===== config.mk =====
export PLATFORM = sky130hd
export DESIGN_NAME = prog_sequencer
export DESIGN_NICKNAME = d
export VERILOG_FILES = /design/src/rtl/prog_sequencer_pkg.sv /design/src/rtl/prog_sequencer_pc_next.sv /design/src/rtl/prog_sequencer.sv
export SDC_FILE = /design/constraint.sdc
export NUM_CORES = 1
export LEC_CHECK = 0
export CORE_ASPECT_RATIO = 0.9
export CORE_UTILIZATION = 40
export CTS_CLUSTER_SIZE = 24
export DETAILED_ROUTE_END_ITERATION = 7
export HOLD_SLACK_MARGIN = 0.15
export PLACE_DENSITY = 0.67
export SYNTH_ARGS = -nofsm -noshare
export SYNTH_HDL_FRONTEND = slang
export SYNTH_SLANG_ARGS = --single-unit

===== constraint.sdc =====
create_clock -name clk -period 5 [get_ports clk]
set_input_delay 0.75 -clock clk [delete_from_list [all_inputs] [get_ports clk]]
set_output_delay 0.75 -clock clk [all_outputs]
set_load 0.02 [all_outputs]

===== src/rtl/prog_sequencer_pkg.sv =====
// prog_sequencer_pkg: shared state encoding and widths for the program sequencer
package prog_sequencer_pkg;
   typedef enum logic [1:0] {IDLE, RUN, MEMW, DONE} seq_state_t;
   localparam int PC_W = 10;
   localparam int CNT_W = 16;
endpackage


===== src/rtl/prog_sequencer_pc_next.sv =====
// pc_next: next instruction address with goto > taken branch > increment priority
module pc_next
   import prog_sequencer_pkg::*;
(
   input  logic [PC_W-1:0] prog_ctr,
   input  logic            goto_en,
   input  logic            jump2_en,
   input  logic            branch_cond,
   input  logic [PC_W-1:0] target,
   output logic [PC_W-1:0] next_pc
);
   logic [PC_W-1:0] offset;
   always_comb begin
      offset  = {{(PC_W-8){target[7]}}, target[7:0]};
      next_pc = goto_en ? target
              : (jump2_en && branch_cond) ? prog_ctr + offset
              : prog_ctr + PC_W'(1);
   end
endmodule


===== src/rtl/prog_sequencer.sv =====
// prog_sequencer: program counter FSM with memory stall, run-cycle counter and done handshake
module prog_sequencer
   import prog_sequencer_pkg::*;
(
   input  logic             clk,
   input  logic             reset,
   input  logic             start,
   input  logic             ack,
   input  logic             goto_en,
   input  logic             jump2_en,
   input  logic             branch_cond,
   input  logic [PC_W-1:0]  target,
   input  logic             mem_access,
   input  logic             mem_ready,
   output logic [PC_W-1:0]  prog_ctr,
   output logic             commit,
   output logic             busy,
   output logic             done,
   output logic [CNT_W-1:0] cycle_count
);
   seq_state_t      state;
   logic [PC_W-1:0] next_pc;

   pc_next u_pc_next (
      .prog_ctr    (prog_ctr),
      .goto_en     (goto_en),
      .jump2_en    (jump2_en),
      .branch_cond (branch_cond),
      .target      (target),
      .next_pc     (next_pc)
   );

   assign busy = (state == RUN) || (state == MEMW);
   assign done = (state == DONE);
   // a reset cycle must never commit, so reset gates the write enable directly
   assign commit = reset && (((state == RUN) && !mem_access) || ((state == MEMW) && mem_ready));

   always_ff @(posedge clk) begin
      if (!reset) begin
         state       <= IDLE;
         prog_ctr    <= '0;
         cycle_count <= '0;
      end else begin
         if (busy && (cycle_count != '1))
            cycle_count <= cycle_count + CNT_W'(1);
         case (state)
            IDLE: if (start) begin
               state       <= RUN;
               prog_ctr    <= '0;
               cycle_count <= '0;
            end
            RUN: if (ack) state <= DONE;
                 else if (mem_access) state <= MEMW;
                 else prog_ctr <= next_pc;
            MEMW: if (mem_ready) begin
               state    <= RUN;
               prog_ctr <= next_pc;
            end
            DONE: if (!start) state <= IDLE;
            default: state <= IDLE;
         endcase
      end
   end
endmodule


==> metrics <==
Nets=308; crit-path leading delay family=buffers and inverters; syn nets=between 200 and 300; CTS Buf Count=3; DRC=0; Seq cells post-synth=28; CTS resizes=0; Final Cell Area=0.00252 mm2; Area after DPL=0.00246 mm2; cell mode on critical path=clkdlybuf4s50_1; share of the yosys chip area belonging to registers=~29%; num ports=48; Worst-path clk slew=~90 ps; H-tree levels=1; Post-Syn Instances=230; Clock Tree Buf Depth=2; Post-DRT Antenna Nets=0; via count=approximately 1800; Final GP Congestion=about 0.9; vias per cell=~5.4; CP endpoint kind=output port; top cells by area, synth=dfxtp_1, ha_1, xnor2_1; worst reg2reg path depth=6; worst-path fanout max=11; Hold Crit Class=register to register; post-cts hold buffer count=0; setup total negative slack=0 ps; CP max stage cell=clkdlybuf4s50_1; Pre-antenna DRT Iters=4; Hold Path Stages=2; Cell Count Post-Placement=330; fin. max-slew vios=0; Worst VDD drop=0.000191 V; Clk Latency, worst-skew pair=between 200 and 300 ps; asr flop ratio synth=0%; total clock sinks=28; root buffer cell=clkbuf_8; Final min period=3170 ps; RSZ-0062 raised after global routing=no; post-synth top area cell=dfxtp_1; Layout Cells excl Fill=334; Max Cap Viol=0; GRT Residual Overflow=0; Reg-to-Reg End=prog_ctr[9]; CP Launch Type=primary input; IO Port Bufs=47; synthesis-to-layout area growth=28.6%; Post-synth top cells=dfxtp_1, nor2_1, nand2_1; worst setup path category=primary input to output port; die height=68.4 um; clk_skew=0.964 ps; die area=roughly 0.0052 mm2; Mapped Area=a little under 0.002 mm2; reg2reg start=state[1]; EDFF count, synth=0; Mean Syn Cell Area=roughly 8.5 um2; r2r setup slk=roughly 2700 ps; hold path endpoint=prog_ctr[6]; final period utilization=63.5%; share of post-route cells with drive strength above 1=approximately 4.8%; fmax=315 MHz; Fin. Hold Viols=0; worst slew pin tran=between 700 and 800 ps; first-pass GRT wire length=7490 um; initial antenna violation count=0; core area=around 0.0046 mm2; # Post-CTS Setup Buffers=0; DR iter-0 viols=78; site row count=23; beginning of the critical path=reset; Distinct cells, synth=slightly above 50; vias in the first global route=1600; Initial Util=42.8%; n_diodes=0; Slew headroom=roughly half; share of the synthesized area in the top cell type=between 20 and 30%; DR WL/cell=around 13 um; final setup fails=0; CP max stage delay=just over 700 ps; P_leak=0.976 nW; Worst Path Required=between 4000 and 5000 ps; GRT Overall Usage=18.8%; Ys Warns=0; status=completed; CP arrival=~2400 ps; CTS tree=yes; largest net degree at the start of global routing=21; ys flop type=dfxtp_1; most frequent cell after synthesis=dfxtp_1; CP Cell Sequence=clkdlybuf4s50_1, inv_1, nor2_1, clkdlybuf4s50_1; post-DP HPWL=between 3000 and 4000 um; hold_sp=prog_ctr[6]; Pwr per Cell Area=281 mW/mm2; Routed Wire Length=about 4500 um; Die X-Extent=75.7 um; crit path buf inv count=3
## flip-flops by register name (all words and copies together), names as in the netlist
name         cells
prog_ctr        10
cycle_count     16
state            2
## logic make-up after synthesis
| family | count (synthesis) | synth area share (%) |
|---|---|---|
| mux | 9 | 4.67 |
| simple gates | 93 | 25.2 |
| buf+inv | 13 | 3.00 |
| xor+xnor | 18 | 8.06 |
| fa+ha+maj | 16 | 10.6 |
| compound gates | 53 | 19.8 |
| flops | 28 | 28.6 |
## stage by stage
step | hold WS, ps | utilization, % | total power, mW | worst slack, ps
after floorplan | 526 | - | 0.473 | 2620
after global placement | 505 | 53.8 | 0.571 | 1870
after detailed placement | 505 | 53.8 | 0.571 | 1820
after CTS | 519 | 55.0 | 0.712 | 1820
after global routing | 558 | 55.0 | 0.754 | 1750
final | 515 | 55.0 | 0.707 | 1830
## final cells by class
| cell class | count | area, um2 |
|---|---|---|
| fill | 423 | 2060 |
| tap | 62 | 77.6 |
| multi-input combinational | 189 | 1340 |
| inverter | 4 | 15.0 |
| clock buffer | 4 | 55.1 |
| timing repair buffer | 47 | 470 |
| sequential | 28 | 561 |
## routing by layer
metal	track usage [%]	vias to the layer above	wire length, um
met1	28.6	810	2420
met3	1.91	4	210
met5	0	-	0
met4	4.86	0	49
li1	-	927	-
met2	27.8	48	1800
## cells in the final DEF (no fill, tap or decap), types with 2 or more instances in the layout
cell / synthesis / layout
nand2b_1: 3 / 3
nor3b_1: 2 / 2
nor4_2: 2 / 2
xor2_1: 6 / 6
clkdlybuf4s50_1: 0 / 47
nor2_1: 27 / 27
nor3_1: 4 / 4
a21oi_1: 9 / 9
and3_1: 9 / 9
o31ai_1: 2 / 2
clkbuf_8: 0 / 4
nand4_1: 6 / 6
and2_1: 2 / 2
o21a_1: 4 / 4
xnor2_1: 12 / 12
a211oi_2: 2 / 2
a21o_1: 3 / 3
o21ai_0: 7 / 7
a32o_1: 2 / 2
inv_1: 4 / 4
dfxtp_1: 28 / 28
ha_1: 15 / 15
a211oi_1: 6 / 6
mux2i_1: 8 / 8
o21ai_1: 3 / 3
nand2_1: 18 / 18
a22o_1: 4 / 4
nand3_1: 11 / 11
## worst max-delay path by stage
stage,slack [ps],end,depth (start not counted)
after detailed placement,1820,commit,4
after CTS,1820,commit,4
after global routing,1750,commit,4
after global placement,1870,commit,4
after floorplan,2620,prog_ctr[9],8
final,1830,commit,4
## worst register-to-register path: cells and delay by family (launching register included)
kind,cells,cell delay (ps)
simple gates,2,1240
buf+inv,1,80
fa+ha+maj,1,240
compound gates,2,300
flops,1,430
## power breakdown
part           total (mW)  switching, mW  internal [mW]
registers           0.269         0.0248          0.244
clock network       0.141         0.0704         0.0705
logic               0.297          0.171          0.126
total               0.707          0.266          0.441
Note: power is estimated with default switching activity, not from simulation.
